<file path="src/rtl/pot_pkg.sv">
// Shared types for the pot sampler: channel enum, widths, SPI FSM states, command builder.
// Latency: none; this file holds types, constants and pure functions only.
// Backpressure: none.
package pot_pkg;
    localparam int NUM_CH     = 6;
    localparam int FRAME_BITS = 16;
    localparam int POT_W      = 12;

    typedef enum logic [2:0] {
        CH_LP  = 3'd0,
        CH_B1  = 3'd1,
        CH_B2  = 3'd2,
        CH_B3  = 3'd3,
        CH_HP  = 3'd4,
        CH_VOL = 3'd5
    } ch_e;

    typedef enum logic [1:0] {
        ST_IDLE,
        ST_PORCH,
        ST_SHIFT,
        ST_BACK
    } spi_state_e;

    // Round-robin successor, wrapping volume back to the low-pass pot.
    function automatic ch_e next_ch(input ch_e c);
        return (c == CH_VOL) ? CH_LP : ch_e'(c + 3'd1);
    endfunction

    // ADC command word: two leading zeros, channel, then don't-care zeros.
    function automatic logic [FRAME_BITS-1:0] adc_cmd(input ch_e c);
        return {2'b00, c, 11'b0};
    endfunction
endpackage

</file>
<file path="src/rtl/spi_mstr16.sv">
// One 16-bit SPI mode-0 transaction: porch, 16 SCLK periods, back porch, then done.
// Latency: 34*SCLK_HALF clks from start to done; resp valid while done is high.
// Backpressure: start is ignored while busy; done is a single-clk pulse with no handshake.
module spi_mstr16 import pot_pkg::*; #(
    parameter int SCLK_HALF = 16
) (
    input  logic                  clk,
    input  logic                  rst,
    input  logic                  start,
    input  logic [FRAME_BITS-1:0] cmd,
    input  logic                  miso,
    output logic                  ss_n,
    output logic                  sclk,
    output logic                  mosi,
    output logic                  busy,
    output logic                  done,
    output logic [FRAME_BITS-1:0] resp
);
    localparam int L  = $clog2(SCLK_HALF);
    localparam int CW = L + 5;   // counts 32 half periods of SCLK
    localparam logic [CW-1:0] HALF_END = CW'(SCLK_HALF - 1);

    spi_state_e            state_q, state_nxt;
    logic [CW-1:0]         cnt_q, cnt_nxt, cnt_inc;
    logic                  ss_n_q, ss_n_nxt;
    logic                  sclk_q, sclk_nxt;
    logic                  mosi_q, mosi_nxt;
    logic [FRAME_BITS-1:0] tx_q, tx_nxt;
    logic [FRAME_BITS-1:0] rx_q, rx_nxt;

    assign cnt_inc = cnt_q + CW'(1);

    // Next-state and next-output decode; pins are registered so they never glitch.
    always_comb begin
        state_nxt = state_q;
        cnt_nxt   = cnt_q;
        ss_n_nxt  = ss_n_q;
        sclk_nxt  = sclk_q;
        mosi_nxt  = mosi_q;
        tx_nxt    = tx_q;
        rx_nxt    = rx_q;
        done      = 1'b0;
        case (state_q)
            ST_IDLE: begin
                if (start) begin
                    state_nxt = ST_PORCH;
                    cnt_nxt   = '0;
                    ss_n_nxt  = 1'b0;
                    sclk_nxt  = 1'b0;
                    mosi_nxt  = cmd[FRAME_BITS-1];          // MSB valid as SS_n falls
                    tx_nxt    = {cmd[FRAME_BITS-2:0], 1'b0};
                end
            end
            ST_PORCH: begin
                if (cnt_q == HALF_END) begin
                    state_nxt = ST_SHIFT;
                    cnt_nxt   = '0;
                end else begin
                    cnt_nxt = cnt_inc;
                end
            end
            ST_SHIFT: begin
                cnt_nxt = cnt_inc;
                // Every SCLK_HALF clks the clock toggles; odd half periods are high.
                if (cnt_inc[L-1:0] == '0) begin
                    if (cnt_inc[L]) begin
                        sclk_nxt = 1'b1;
                        rx_nxt   = {rx_q[FRAME_BITS-2:0], miso};
                    end else begin
                        sclk_nxt = 1'b0;
                        mosi_nxt = tx_q[FRAME_BITS-1];
                        tx_nxt   = {tx_q[FRAME_BITS-2:0], 1'b0};
                    end
                end
                if (cnt_q == '1) begin
                    state_nxt = ST_BACK;
                    cnt_nxt   = '0;
                end
            end
            ST_BACK: begin
                if (cnt_q == HALF_END) begin
                    state_nxt = ST_IDLE;
                    cnt_nxt   = '0;
                    ss_n_nxt  = 1'b1;
                    mosi_nxt  = 1'b0;
                    done      = 1'b1;
                end else begin
                    cnt_nxt = cnt_inc;
                end
            end
            default: state_nxt = ST_IDLE;
        endcase
    end

    // State and pin registers; reset drops any frame in flight immediately.
    always_ff @(posedge clk) begin
        if (rst) begin
            state_q <= ST_IDLE;
            cnt_q   <= '0;
            ss_n_q  <= 1'b1;
            sclk_q  <= 1'b0;
            mosi_q  <= 1'b0;
            tx_q    <= '0;
            rx_q    <= '0;
        end else begin
            state_q <= state_nxt;
            cnt_q   <= cnt_nxt;
            ss_n_q  <= ss_n_nxt;
            sclk_q  <= sclk_nxt;
            mosi_q  <= mosi_nxt;
            tx_q    <= tx_nxt;
            rx_q    <= rx_nxt;
        end
    end

    assign ss_n = ss_n_q;
    assign sclk = sclk_q;
    assign mosi = mosi_q;
    assign busy = (state_q != ST_IDLE);
    assign resp = rx_q;
endmodule

</file>
<file path="src/rtl/pot_sampler.sv">
// Round-robin sampler of six pots through a 16-bit SPI ADC into registered pot outputs.
// Latency: one frame (GAP + 34*SCLK_HALF clks) per channel; data lands one frame after its request.
// Backpressure: none; pot_upd pulses one clk per write. POT_FILTER_EN enables 2-tap averaging.
module pot_sampler import pot_pkg::*; #(
    parameter int SCLK_HALF = 16,
    parameter int GAP       = 16
) (
    input  logic             clk,
    input  logic             rst,
    output logic             SS_n,
    output logic             SCLK,
    output logic             MOSI,
    input  logic             MISO,
    output logic [POT_W-1:0] lp_pot,
    output logic [POT_W-1:0] b1_pot,
    output logic [POT_W-1:0] b2_pot,
    output logic [POT_W-1:0] b3_pot,
    output logic [POT_W-1:0] hp_pot,
    output logic [POT_W-1:0] volume,
    output logic             pot_upd,
    output logic [2:0]       pot_ch
);
    localparam int GW = $clog2(GAP + 1);

    logic [GW-1:0]         gap_q;
    logic                  start, busy, done;
    logic [FRAME_BITS-1:0] resp;
    logic [3:0]            resp_unused;
    logic [POT_W-1:0]      new_val, wr_val;
    ch_e                   ch_q, prev_q;
    logic                  discard_q;
    logic                  pot_upd_q;
    logic [2:0]            pot_ch_q;
    logic [POT_W-1:0]      pot_q [NUM_CH];

    assign start       = !busy && (gap_q == GW'(GAP - 1));
    assign new_val     = resp[POT_W-1:0];
    assign resp_unused = resp[FRAME_BITS-1:POT_W];   // ADC pads the top nibble

    spi_mstr16 #(.SCLK_HALF(SCLK_HALF)) u_spi (
        .clk   (clk),
        .rst   (rst),
        .start (start),
        .cmd   (adc_cmd(ch_q)),
        .miso  (MISO),
        .ss_n  (SS_n),
        .sclk  (SCLK),
        .mosi  (MOSI),
        .busy  (busy),
        .done  (done),
        .resp  (resp)
    );

    // Counts SS_n-high clks between frames; restarts whenever a frame runs.
    always_ff @(posedge clk) begin
        if (rst) begin
            gap_q <= '0;
        end else if (busy || start) begin
            gap_q <= '0;
        end else begin
            gap_q <= gap_q + GW'(1);
        end
    end

`ifdef POT_FILTER_EN
    logic [NUM_CH-1:0] primed_q;
    logic [POT_W:0]    avg_sum;

    // Average of stored and fresh sample, rounded up; first sample per channel loads raw.
    always_comb begin
        avg_sum = {1'b0, pot_q[prev_q]} + {1'b0, new_val} + {{POT_W{1'b0}}, 1'b1};
        wr_val  = primed_q[prev_q] ? POT_W'(avg_sum >> 1) : new_val;
    end

    // Remembers which channels already hold a real sample since reset.
    always_ff @(posedge clk) begin
        if (rst) begin
            primed_q <= '0;
        end else if (done && !discard_q) begin
            primed_q[prev_q] <= 1'b1;
        end
    end
`else
    assign wr_val = new_val;
`endif

    // Channel sequencing and pot write-back when each frame completes.
    always_ff @(posedge clk) begin
        if (rst) begin
            for (int i = 0; i < NUM_CH; i++) pot_q[i] <= '0;
            ch_q      <= CH_LP;
            prev_q    <= CH_LP;
            discard_q <= 1'b1;
            pot_upd_q <= 1'b0;
            pot_ch_q  <= 3'd0;
        end else begin
            pot_upd_q <= 1'b0;
            if (done) begin
                prev_q <= ch_q;
                ch_q   <= next_ch(ch_q);
                // The first frame's response belongs to no requested channel.
                if (discard_q) begin
                    discard_q <= 1'b0;
                end else begin
                    pot_q[prev_q] <= wr_val;
                    pot_upd_q     <= 1'b1;
                    pot_ch_q      <= prev_q;
                end
            end
        end
    end

    assign lp_pot  = pot_q[CH_LP];
    assign b1_pot  = pot_q[CH_B1];
    assign b2_pot  = pot_q[CH_B2];
    assign b3_pot  = pot_q[CH_B3];
    assign hp_pot  = pot_q[CH_HP];
    assign volume  = pot_q[CH_VOL];
    assign pot_upd = pot_upd_q;
    assign pot_ch  = pot_ch_q;
endmodule

</file>
<file path="config.mk">
export PLATFORM = sky130hd
export DESIGN_NAME = pot_sampler
export DESIGN_NICKNAME = d
export VERILOG_FILES = /design/src/rtl/pot_pkg.sv /design/src/rtl/spi_mstr16.sv /design/src/rtl/pot_sampler.sv
export SDC_FILE = /design/constraint.sdc
export NUM_CORES = 1
export LEC_CHECK = 0
export BUFFER_PORTS_ARGS = -buffer_cell sky130_fd_sc_hd__buf_2
export CAP_MARGIN = 20
export CORE_ASPECT_RATIO = 1.1
export CORE_MARGIN = 8
export CORE_UTILIZATION = 54
export CTS_CLUSTER_SIZE = 16
export DETAILED_ROUTE_END_ITERATION = 10
export PLACE_DENSITY_LB_ADDON = 0.15
export SLEW_MARGIN = 20
export SYNTH_ARGS = -nofsm -noshare
export SYNTH_HDL_FRONTEND = slang
export SYNTH_HIERARCHICAL = 1
export SYNTH_SLANG_ARGS = --single-unit
</file>
<file path="constraint.sdc">
create_clock -name clk -period 3 [get_ports clk]
set_input_delay 0.6 -clock clk [delete_from_list [all_inputs] [get_ports clk]]
set_output_delay 0.6 -clock clk [all_outputs]
set_load 0.01 [all_outputs]
</file>
==> results of run 1 <==
==> worst paths after layout <==
check	end	start	cells after the start	slack [ps]
max	pot_q[2][3]	u_spi/cnt_q[0]	8	260
min	u_spi/resp[0]	MISO	3	440
max reg2reg	pot_q[2][3]	u_spi/cnt_q[0]	8	260
min reg2reg	gap_q[0]	gap_q[0]	1	450
==> final cells by class <==
| class | instances | area share, % |
|---|---|---|
| Clock buffer | 18 | 6.28 |
| Clock inverter | 14 | 3.00 |
| Inverter | 23 | 1.26 |
| Multi-Input combinational cell | 311 | 30.4 |
| Sequential cell | 129 | 48.3 |
| Tap cell | 123 | 2.25 |
| Timing Repair Buffer | 104 | 8.46 |
==> routing by layer <==
metal / part of all wire (%) / global-route usage, %
met1: 43 / 20.4
met2: 49 / 29.3
met3: 5.5 / 3.71
met4: 2.0 / 8.58
met5: 0 / 0
==> stage by stage <==
step | hold WS, ps | std cells
finish | 436 | 722
global route | 447 | 722
CTS | 426 | 722
detailed placement | 444 | 690
global placement | 432 | 690
floorplan | 418 | 491
==> power breakdown <==
group,switching [uW],leakage [uW],total [uW],internal (uW)
Combinational,244,0.00139,407,162
Clock,779,0.000302,2180,1400
Sequential,44.1,0.00119,2000,1960
==> registers in the layout, indices dropped and copies added (netlist names), 2 cells and up <==
signal,cells
u_spi/state_q,2
pot_ch,3
prev_q,3
gap_q,5
u_spi/resp,12
ch_q,3
u_spi/cnt_q,9
u_spi/tx_q,15
pot_q,72
==> worst max-delay path: cells and delay by family, from the launching register on <==
| kind | cells | cell delay (ps) |
|---|---|---|
| simple gates | 6 | 1570 |
| flops | 1 | 470 |
| fa+ha+maj | 1 | 210 |
| buf+inv | 1 | 190 |
==> metrics.txt, run 1 <==
status complete, no violations; vias in the first global route 3714; final setup vio count 0; CTS tree done; placed cell areas 0.00619 mm2; HPWL Detailed 8110 um; Max Fclk approximately 360 MHz; Finished Cell Area ~0.0068 mm2; CTS root buf clkbuf_16; Initial Utilization between 50% and 60%; worst path required time approximately 3100 ps; Yosys warnings 6; Die X 113 um; ANT nets after route 0; all-layer global routing usage between 15 and 20%; GPL Wtd Cong 0.803; Placement Setup Slack 193 ps; Slew Limit Fails 0; Crit-path slowest cell dfxtp_1; Layout area overhead 21.5%; Least-Margin Pin Slew 675 ps; area of the multi-input gates 0.00208 mm2; Clock Skew between 5 and 6 ps; critical path class reg -> reg; fin crit period 2740 ps; Layout Nets around 600; Mean Syn Cell Area ~12 um2; chip height approximately 120 um; first-pass GRT wire length ~19000 um; Avg WL per Cell 16.1 um; antenna diode count 0; CP Cell Sequence ha_1 -> or4b_1 -> nor4_2 -> and2_1 -> nor4b_4 -> nand3b_1 -> or2b_1 -> buf_4; maximum buffer depth of the clock tree 2; drt initial violations 178; Tot Pwr between 4000 and 5000 uW; RSZ-0062 raised after global routing false; fillcell total 767; DRC viols 0; crit path DAT 2850 ps; Layout Utilization between 60 and 70%; worst relative slew slack between 50 and 60%; post-CTS sizing 0; H-Tree Depth 4; slowest stage delay, CP ~470 ps; CORE AREA a little over 0.01 mm2; hold_buf cts 0; CTS sink cnt between 100 and 150; CP endpoint kind register; vias per cell 5.41; startpoint type of the worst setup path register; DRT Pass-1 Iters 4; share of layout cells above drive strength 1 around 28%; Synth Cell Area 0.00562 mm2; setup bufs post-CTS 0; Clk Latency, worst-skew pair 410 ps; LEAKAGE ~0.0029 uW; clock slew at reported path FFs 60 ps; # port buffers 81; Max Cap Viol 0; endpoints failing hold 0; most frequent cells in the layout nor2_1, buf_2, edfxtp_1; post-route setup slack between 200 and 300 ps; Die ar. about 0.014 mm2; storage element area ~0.0033 mm2; I/O pin count slightly above 80; Peak VDD IR between 400 and 500 uV; most common cell after layout, fill and taps aside nor2_1; via count a little under 4000; total global routing overflow 0; Detailed Route WL roughly 12000 um; Post-Syn Instances approximately 480; fin crit share 91.4%; Setup TNS 0 ps; largest net degree at the start of global routing 30; initial antenna violation count 0; Max FO, Critical Path 12; class of the worst hold path in -> reg; Cell Pwr Density slightly below 700 mW/mm2; CTS Buf Count 17; row count 39
Power figures use the tool's default switching activity.
==> run 2: changes to the inputs <==
- CORE_MARGIN: 8 -> not set
- CORE_UTILIZATION: 54 -> 57
==> run 2 against run 1 <==
Net effect:
- hold slack got worse by 120 ps
- sequential power barely moved
- sequential share of layout area barely moved
- clock power rose by 8%
- first-iteration DRC count rose by 38%
- global-route usage rose by 6.1 points
- clock-buffer cell count did not move
- routed wire length fell by 1.1%
- flip-flop and latch count did not move
- cell count fell by 1.2%
- largest cell class unchanged
- largest power group unchanged
==> metrics.txt, run 2 (synthesis results as in run 1) <==
Tot Pwr 4760 uW (+3.7%); share of layout cells above drive strength 1 27.3% (-0.86 points); post-route setup slack 264 ps (+6.63 ps); endpoints failing hold 0 (unchanged); Sequential Power Share 42.0% (-1.6 points); Layout area overhead 21.6% (about the same); GPL Wtd Cong 0.826 (+2.9%); drt initial violations 246 (+38%); maximum buffer depth of the clock tree 2 (unchanged); Die X 96.7 um (-15%); DRC viols 0 (unchanged); Avg WL per Cell 16.1 um (+0.16%); Finished Cell Area 0.00684 mm2 (about the same); Pint 3720 uW (+5.5%); worst path required time 3150 ps (+40 ps); Slew Limit Fails 0 (unchanged); I/O pin count 82 (unchanged); vias in the first global route 3779 (+1.8%); Layout Nets 596 (-0.50%); combinational share of power 8.4% (-0.5 points); largest net degree at the start of global routing 40 (+33%); Finished Layout Cells 713 (-1.2%); Die ar. 0.0103 mm2 (-26%); ANT nets after route 0 (unchanged); most common cell after layout, fill and taps aside nor2_1; fin crit share 91.2% (-0.22 points); DRT Pass-1 Iters 4 (unchanged); max reg flops 72 (unchanged); post-CTS sizing 0 (unchanged); # port buffers 81 (unchanged); vias per cell 5.52 (+2.0%); chip height 106 um (-14%); Min-Delay Endpoint u_spi/resp[0]; LEAKAGE 0.00289 uW (+0.30%); CTS root buf clkbuf_8; r2r setup slk 260 ps (about the same); startpoint type of the worst setup path register; fin crit period 2740 ps (-6.63 ps); worst relative slew slack 65.0% (+10 points); total global routing overflow 0 (unchanged); first-pass GRT wire length 18800 um (+0.26%); all-layer global routing usage 23.3% (+6.1 points); via count 3936 (+0.69%); status complete, no violations; RSZ-0062 raised after global routing false; dpl cells 681 (-1.3%); CTS sink cnt 129 (unchanged); row count 37 (-5.1%); most frequent cells in the layout nor2_1, buf_2, edfxtp_1; CP endpoint kind register; Largest Register pot_q; Hold Path Depth 3 (unchanged); fillcell total 648 (-16%); R2R depth 7 (-1); Setup TNS 0 ps (unchanged); Detailed Route WL 11500 um (-1.1%); Max FO, Critical Path 12 (unchanged); clock power share 49.6% (+2.0 points); Max Fclk 366 MHz (+0.24%); initial antenna violation count 1 (+1); Clk Latency, worst-skew pair 520 ps (+110 ps); antenna diode count 0 (unchanged); Placement Setup Slack 291 ps (+97.6 ps); Clock Skew 7.15 ps (+1.92 ps); critical path class reg -> reg; NetSw 1040 uW (-2.3%); Initial Utilization 59.3% (+4.4 points); class of the worst hold path in -> reg; Max Cap Viol 0 (unchanged); CTS tree done; crit path DAT 2890 ps (+40 ps); placed cell areas 0.00616 mm2 (-0.48%); HPWL Detailed 7440 um (-8.2%); r2r startpoint u_spi/cnt_q[0]; CTS Buf Count 17 (unchanged); Least-Margin Pin Slew 525 ps (-150 ps); clock slew at reported path FFs 60 ps (about the same); Cell Pwr Density 697 mW/mm2 (+3.6%); final setup vio count 0 (unchanged); Hold Path Origin MISO; hold_buf cts 0 (unchanged); worst r2r dst pot_q[2][7]; Peak VDD IR 400 uV (-0.82%); setup bufs post-CTS 0 (unchanged); H-Tree Depth 4 (unchanged); Net Sw Frac 21.9% (-1.3 points); CORE AREA 0.00949 mm2 (-7.4%)
[run 2: per-layer routing]
layer	share of wire (%)	global-route usage [%]	vias to the layer above
li1	-	-	1883
met1	42	28.4	1890
met2	51	39.5	150
met3	6.1	6.51	11
met4	1.1	8.74	2
met5	0.10	0	-
[run 2: worst max-delay path by stage]
stage,from,end,cells after the start
floorplan,u_spi/cnt_q[0],pot_q[3][0],8
global placement,u_spi/cnt_q[0],pot_q[3][7],7
detailed placement,u_spi/cnt_q[0],pot_q[2][10],7
CTS,u_spi/cnt_q[0],pot_q[2][7],7
global route,u_spi/cnt_q[1],pot_q[2][11],7
finish,u_spi/cnt_q[0],pot_q[2][7],7
[run 2: layout make-up]
class | instances | area [um2] | area share [%]
clock buffers | 18 | 418 | 6.11
multi-input cells | 311 | 2070 | 30.3
well taps | 117 | 146 | 2.14
flip-flops and latches | 129 | 3300 | 48.3
inverters | 23 | 86.3 | 1.26
clock inverters | 14 | 256 | 3.75
repair buffers | 101 | 556 | 8.13
[run 2: metrics by stage]
step                util [%]  hold slack [ps]
floorplan                  -              418
global placement        64.9              430
detailed placement      64.9              441
CTS                     72.0              300
global route            72.0              321
finish                  72.0              315
[run 2: power by group through the flow]
stage          clock, uW  sequential [uW]  combinational (uW)
2_1_floorplan          0             2050                 286
3_3_place_gp           0             2030                 385
3_5_place_dp           0             2040                 398
4_1_cts             2380             2000                 400
5_1_grt             2450             2010                 443
6_report            2360             2000                 399
[run 2: critical path: stages (launching register included)]
cell and delay [ps]:
dfxtp_1 330, ha_1 160, or4b_1 430, nor4_1 290, and2_1 220, nor4b_4 280, nand3b_1 160, or2b_1 500
